## config.mk

```make
export PLATFORM = sky130hd
export DESIGN_NAME = mem_arbiter
export DESIGN_NICKNAME = d
export VERILOG_FILES = /design/src/rtl/mem_arbiter.sv
export SDC_FILE = /design/constraint.sdc
export NUM_CORES = 1
export LEC_CHECK = 0
export ABC_AREA = 1
export BUFFER_PORTS_ARGS = -buffer_cell sky130_fd_sc_hd__clkbuf_2
export CAP_MARGIN = 20
export CELL_PAD_IN_SITES_DETAIL_PLACEMENT = 1
export CELL_PAD_IN_SITES_GLOBAL_PLACEMENT = 1
export CORE_UTILIZATION = 34
export CTS_CLUSTER_SIZE = 30
export DETAILED_ROUTE_END_ITERATION = 8
export GPL_ROUTABILITY_DRIVEN = 0
export PLACE_DENSITY_LB_ADDON = 0.1
export SYNTH_ARGS = -nofsm -noshare
export SYNTH_HDL_FRONTEND = slang
export SYNTH_SLANG_ARGS = --single-unit
```

## constraint.sdc

```tcl
create_clock -name clk -period 3.6 [get_ports clk]
set_input_delay 0.54 -clock clk [delete_from_list [all_inputs] [get_ports clk]]
set_output_delay 0.54 -clock clk [all_outputs]
set_load 0.01 [all_outputs]
```

## src/rtl/mem_arbiter.sv

```systemverilog
// mem_arbiter: shares one single-port RAM between two masters.
// Requests are serialised with round-robin fairness. The RAM read latency is
// absorbed in a counter-driven WAIT state. Each master sees a one-cycle ack,
// and read data is held in a per-master register.
module mem_arbiter #(
    parameter int AW     = 9,
    parameter int DW     = 16,
    parameter int RD_LAT = 1
) (
    input  logic          clk,
    input  logic          reset,
    input  logic          m0_req,
    input  logic          m0_we,
    input  logic [AW-1:0] m0_addr,
    input  logic [DW-1:0] m0_wdata,
    output logic          m0_ack,
    output logic [DW-1:0] m0_rdata,
    input  logic          m1_req,
    input  logic          m1_we,
    input  logic [AW-1:0] m1_addr,
    input  logic [DW-1:0] m1_wdata,
    output logic          m1_ack,
    output logic [DW-1:0] m1_rdata,
    output logic [AW-1:0] ram_addr,
    output logic          ram_we,
    output logic [DW-1:0] ram_din,
    input  logic [DW-1:0] ram_dout,
    output logic [1:0]    grant
);

    localparam int CW = (RD_LAT > 1) ? $clog2(RD_LAT) : 1;

    typedef enum logic [1:0] {IDLE, ACCESS, WAIT, DONE} state_t;

    state_t        state_q, state_d;
    logic          id_q;        // owner of the current transaction
    logic          we_q;
    logic [AW-1:0] addr_q;
    logic [DW-1:0] wdata_q;
    logic          last_q;      // master acked most recently (round-robin pointer)
    logic          excl_vld_q;  // previous cycle was DONE: that master sits out one arbitration
    logic          excl_id_q;
    logic [CW-1:0] cnt_q;       // remaining WAIT cycles minus one
    logic [DW-1:0] rdata0_q, rdata1_q;
    logic          elig0, elig1, win_vld, win_id;

    // Eligibility, winner selection and next-state decode
    always_comb begin
        state_d = state_q;
        win_vld = 1'b0;
        win_id  = 1'b0;
        elig0   = m0_req && !(excl_vld_q && !excl_id_q);
        elig1   = m1_req && !(excl_vld_q && excl_id_q);
        case (state_q)
            IDLE: begin
                if (elig0 && elig1) begin
                    win_vld = 1'b1;
                    win_id  = ~last_q;
                end else if (elig0) begin
                    win_vld = 1'b1;
                    win_id  = 1'b0;
                end else if (elig1) begin
                    win_vld = 1'b1;
                    win_id  = 1'b1;
                end
                if (win_vld) state_d = ACCESS;
            end
            ACCESS:  state_d = we_q ? DONE : WAIT;
            WAIT:    if (cnt_q == '0) state_d = DONE;
            DONE:    state_d = IDLE;
            default: state_d = IDLE;
        endcase
    end

    // State register, WAIT counter and round-robin / exclusion bookkeeping
    always_ff @(posedge clk) begin
        if (reset) begin
            state_q    <= IDLE;
            last_q     <= 1'b1;
            excl_vld_q <= 1'b0;
            excl_id_q  <= 1'b0;
            cnt_q      <= '0;
        end else begin
            state_q    <= state_d;
            excl_vld_q <= (state_q == DONE);
            excl_id_q  <= id_q;
            if (state_q == DONE) last_q <= id_q;
            if (state_q == ACCESS)
                cnt_q <= CW'(RD_LAT - 1);
            else if (state_q == WAIT && cnt_q != '0)
                cnt_q <= cnt_q - CW'(1);
        end
    end

    // Latch the winning request; these registers drive the RAM port directly
    always_ff @(posedge clk) begin
        if (reset) begin
            id_q    <= 1'b0;
            we_q    <= 1'b0;
            addr_q  <= '0;
            wdata_q <= '0;
        end else if (win_vld) begin
            id_q    <= win_id;
            we_q    <= win_id ? m1_we    : m0_we;
            addr_q  <= win_id ? m1_addr  : m0_addr;
            wdata_q <= win_id ? m1_wdata : m0_wdata;
        end
    end

    // Capture RAM read data for the owner on the last WAIT cycle
    always_ff @(posedge clk) begin
        if (reset) begin
            rdata0_q <= '0;
            rdata1_q <= '0;
        end else if (state_q == WAIT && cnt_q == '0) begin
            if (id_q) rdata1_q <= ram_dout;
            else      rdata0_q <= ram_dout;
        end
    end

    assign ram_addr = addr_q;
    assign ram_din  = wdata_q;
    assign ram_we   = (state_q == ACCESS) && we_q;
    assign grant    = (state_q == IDLE) ? 2'b00 : {id_q, ~id_q};
    assign m0_ack   = (state_q == DONE) && !id_q;
    assign m1_ack   = (state_q == DONE) && id_q;
    assign m0_rdata = rdata0_q;
    assign m1_rdata = rdata1_q;

endmodule

```

Word level (Yosys, flattened, before mapping). Cells that the tools add are included.

Output and inout bits: 62. Logic and storage cells: 55. Register bits: 65. Input port bits: 72.

Reduce and logical (&&, ||, !) cells: 19. Add/subtract/negate cells: 1. Bitwise logic cells: 3. Equal/unequal tests: 5. Multiplexer cells: 16.

Operators with widths (count): $mux 16 (1); $logic_and 1x1->1 (10); $mux 1 (10); $mux 9 (1); $pmux 2 s4 (1); $mux 2 (3); $reduce_and 2->1 (3); $eq 2x2->1 const B (2); $logic_not 1->1 (4); $not 1->1 (3); $eq 2x1->1 const B (1); $logic_not 2->1 (1); $ne 2x1->1 const B (1); $ne 2x2->1 const B (1); $reduce_or 2->1 (1); $sub 1x1->1 const B (1).

Depth between registers and ports, before layout.
Depth in word-level cells: 9. Gate-level depth with buffers: 10.

Worst setup path before layout. OpenSTA, ideal clock, no wires.

Kind: reg2reg. From: reg state_q[0]. To: reg wdata_q[10], in the netlist ram_din[10]. Buffers on the path: 1. Path slack: 2.152 ns. Arrival time: 1.339 ns. Data required time: 3.491 ns. Stages on the path, launching flop included: 11. Cell sequence: dfxtp_1 inv_1 ha_1 inv_2 nor2_8 nand2_4 buf_6 nand2_1 nand3_1 nand2_1 inv_1.

Longest elaborated chain between the ends: 3. Elaborated cells between the ends (all ways): 4. Those cells by class: mux: 3; reduce/logical: 1.

RTL lines: from (decl) (line 35) `state_t state_q, state_d;`; from (signal assigned) (line 84) `state_q <= state_d;`; $logic_not 2->1 (*) (line 54) `case (state_q)`; $mux 1 (line 54); $mux 16 (line 106) `wdata_q <= win_id ? m1_wdata : m0_wdata;`; to (signal assigned) (line 106); to (decl) (line 39) `logic [DW-1:0] wdata_q;`.

Mark *: on every way between the ends. The rest lies on a longest branch, timed or not. A chain may end at the register's enable or synchronous reset.

Final worst setup path.
From: reg state_q[0]. To: reg wdata_q[0], in the netlist ram_din[0].

Same word-level chain as after synthesis.

==> summary.txt <==
Outcome
  – Status: finished clean

Detailed routing
  – Total Wirelength: 8.021 mm
  – Residual DRC count: 0
  – Antenna viol nets, final: 0
  – Vias: 3036
  – Routed vias/inst: 4.678
  – First-pass DRT Iterations: 4
  – DR WL/cell: 12.36 um
  – DRT iter0 DRCs: 74

Cells and area
  – Post-Layout Cell Count: about 650
  – Nets: roughly 620
  – Share of cells above drive strength 1: 29.04%
  – Post-layout util: a little under half
  – Antenna cells: 0
  – Fin area: 3914 um^2
  – Layout area overhead: 32.94%

Synth
  – Post-synth ARST share: 0%
  – Top_reg_cell synth: dfxtp_1
  – Synthesized cell area: 2944 um^2
  – Post-synthesis register bit count: 65
  – Ys Warns: 0
  – Post-synthesis net count: 492
  – Post-synth top area cell: dfxtp_1
  – Count of cell types in the netlist: 20
  – Post-Synthesis Mean Instance Area: approximately 7 um^2
  – Top cells by count, synth: inv_1 (93), dfxtp_1 (65), nand2_1 (65), a21oi_1 (60), nand3_1 (60)
  – Sequential area share after synthesis: 44.20%
  – Number of synthesized flops with an enable pin: 0
  – Count leader, synth: inv_1
  – Synth top area share: between 40% and 50%
  – Syn Inst Count: ~420
  – Area contributors post-synth: dfxtp_1 (44%), inv_1 (12%), a21oi_1 (10%)

STA
  – Final Cycle Share: 55.55%
  – Worst rel slew slack: 49.12%
  – Clock skew: just over 0.01 ns
  – Setup TNS: 0 ns
  – Endpoints failing setup: 0
  – Slew @ Worst Pin: 0.7623 ns
  – FMAX: between 500 and 600 MHz
  – Endpoints failing hold: 0
  – Post-layout min period: roughly 2 ns
  – RSZ-0062 raised after global routing: false
  – Fin. max-slew vios: 0
  – Hold Slack: 0.4474 ns

GRT
  – Met3 GRT Util: under 10%
  – Initial antenna violation count: 0
  – Met2 usage: 31.89%
  – GRT Util Overall: 19.01%
  – First-pass GRT wire length: 13.31 mm
  – Largest net degree at the start of global routing: 34
  – Met1 Track Usage GR: 22.72%
  – Vias in the first global route: 2925
  – Total grt overflow: 0
  – GRT busiest layer: met2

Clock tree
  – Post-CTS Setup Bufs: 0
  – Hold_buf cts: 0
  – Post-CTS resize count: 0
  – Clock Pin Slew Worst Setup and Hold Paths: 0.07 ns
  – Root buf cell: clkbuf_8
  – CTS max path bufs: 2
  – Clock sinks: between 60 and 70
  – CTS tree: built
  – Clock buffer count from CTS: 9
  – CTS H-Tree Depth: 3
  – Clk_lat worst skew: approximately 0.34 ns

Floorplanning
  – Row Count: 33
  – Ports: roughly 130
  – Core Box Area: 8299 um^2
  – Initial Utilization: 35.47%
  – Die Ht: 95.06 um
  – Die X-Extent: 95.06 um
  – Die Area: 9035 um^2

Power
  – Pleak: 2.051 nW
  – Pwr dens: between 700 and 800 nW/um^2
  – Peak VDD IR: between 0.0002 and 0.00025 V

Placed design
  – # port buffers: 133
  – Dpl cells: 631
  – Placed Area: 3606 um^2
  – Final HPWL DP: 5.740 mm

Min path
  – Worst Hold Class: flop to flop

Worst setup path
  – Crit path max fanout: 27
  – CP endpoint kind: flop
  – Worst path arrival time: 2.23 ns
  – CP Launch Type: flop
  – Crit path kind: flop to flop
  – Worst path required time: 3.84 ns

Flow run
  – Max-cap violations: 0
==> flip-flops by register name (all words and copies together) (netlist names) <==
register and flops:
ram_din 16, excl_vld_q 1, excl_id_q 1, we_q 1, state_q 2, cnt_q 1, last_q 1, m0_rdata 16
m1_rdata 16, id_q 1, ram_addr 9
==> placed cells by master (no fill, tap or decap) <==
master and n:
inv_1 93, dfxtp_1 65, nor2_1 5, o21ai_0 33, clkinvlp_4 1, clkinv_2 1, a21oi_4 1, a21oi_1 60
nand2_2 2, nand2_1 65, inv_6 1, buf_8 1, nor4_1 1, inv_2 1, buf_16 1, nand3_2 1
ha_1 4, nand2_4 1, clkbuf_8 9, nor2_8 1, bufinv_16 4, clkbuf_2 133, nand3_1 60
==> worst paths after layout <==
path,startpoint,end,slack [ns],depth (start not counted)
setup / recovery,state_q[0],ram_din[0],1.60,9
setup reg to reg,state_q[0],ram_din[0],1.60,9
hold reg to reg,m1_rdata[11],m1_rdata[11],0.45,2
hold / removal,m1_rdata[11],m1_rdata[11],0.45,2
==> critical path, cell delays in order (launching register included) <==
cell and delay [ns]:
dfxtp_1 0.35, inv_1 0.11, ha_1 0.29, inv_2 0.13
nor2_8 0.37, nand2_4 0.27, nand2_1 0.13, nand3_1 0.10
nand2_1 0.10, inv_1 0.04
==> final cells by class <==
| type | count | area (um^2) |
|---|---|---|
| repair buffers | 135 | 708.2 |
| clock buffers | 9 | 123.9 |
| inverters | 94 | 352.8 |
| flip-flops and latches | 65 | 1301 |
| well taps | 105 | 131.4 |
| fillers | 1112 | 4385 |
| clock inverters | 7 | 141.4 |
| multi-input cells | 234 | 1155 |
==> power breakdown <==
part | internal (mW) | switching, mW | leakage [nW] | total [mW]
Combinational | 0.434 | 0.744 | 1.39 | 1.18
Sequential | 0.940 | 0.124 | 0.533 | 1.06
Clock | 0.531 | 0.302 | 0.130 | 0.833
Total | 1.91 | 1.17 | 2.05 | 3.08
==> cell families (layout without fill, tap and decap cells) <==
group | count (synthesis) | in the layout | share of synthesized area, %
compound gates | 94 | 94 | 16.36
flops | 65 | 65 | 44.20
buf+inv | 117 | 245 | 16.57
fa+ha+maj | 4 | 4 | 1.700
simple gates | 136 | 136 | 21.16
==> through the flow <==
stage                     worst slack [ns]  total power, mW
after floorplan                      2.152            1.890
after global placement               1.475            2.225
after detailed placement             1.329            2.262
after CTS                            1.399            3.109
after global routing                 1.393            3.337
final                                1.600            3.075
==> routing by layer <==
layer / share of wire, % / up-vias
met1: 44 / 1390
met2: 48 / 93
met5: 0 / -
met3: 7.1 / 9
met4: 1.2 / 0
li1: - / 1544
Note: power is estimated with default switching activity, not from simulation.
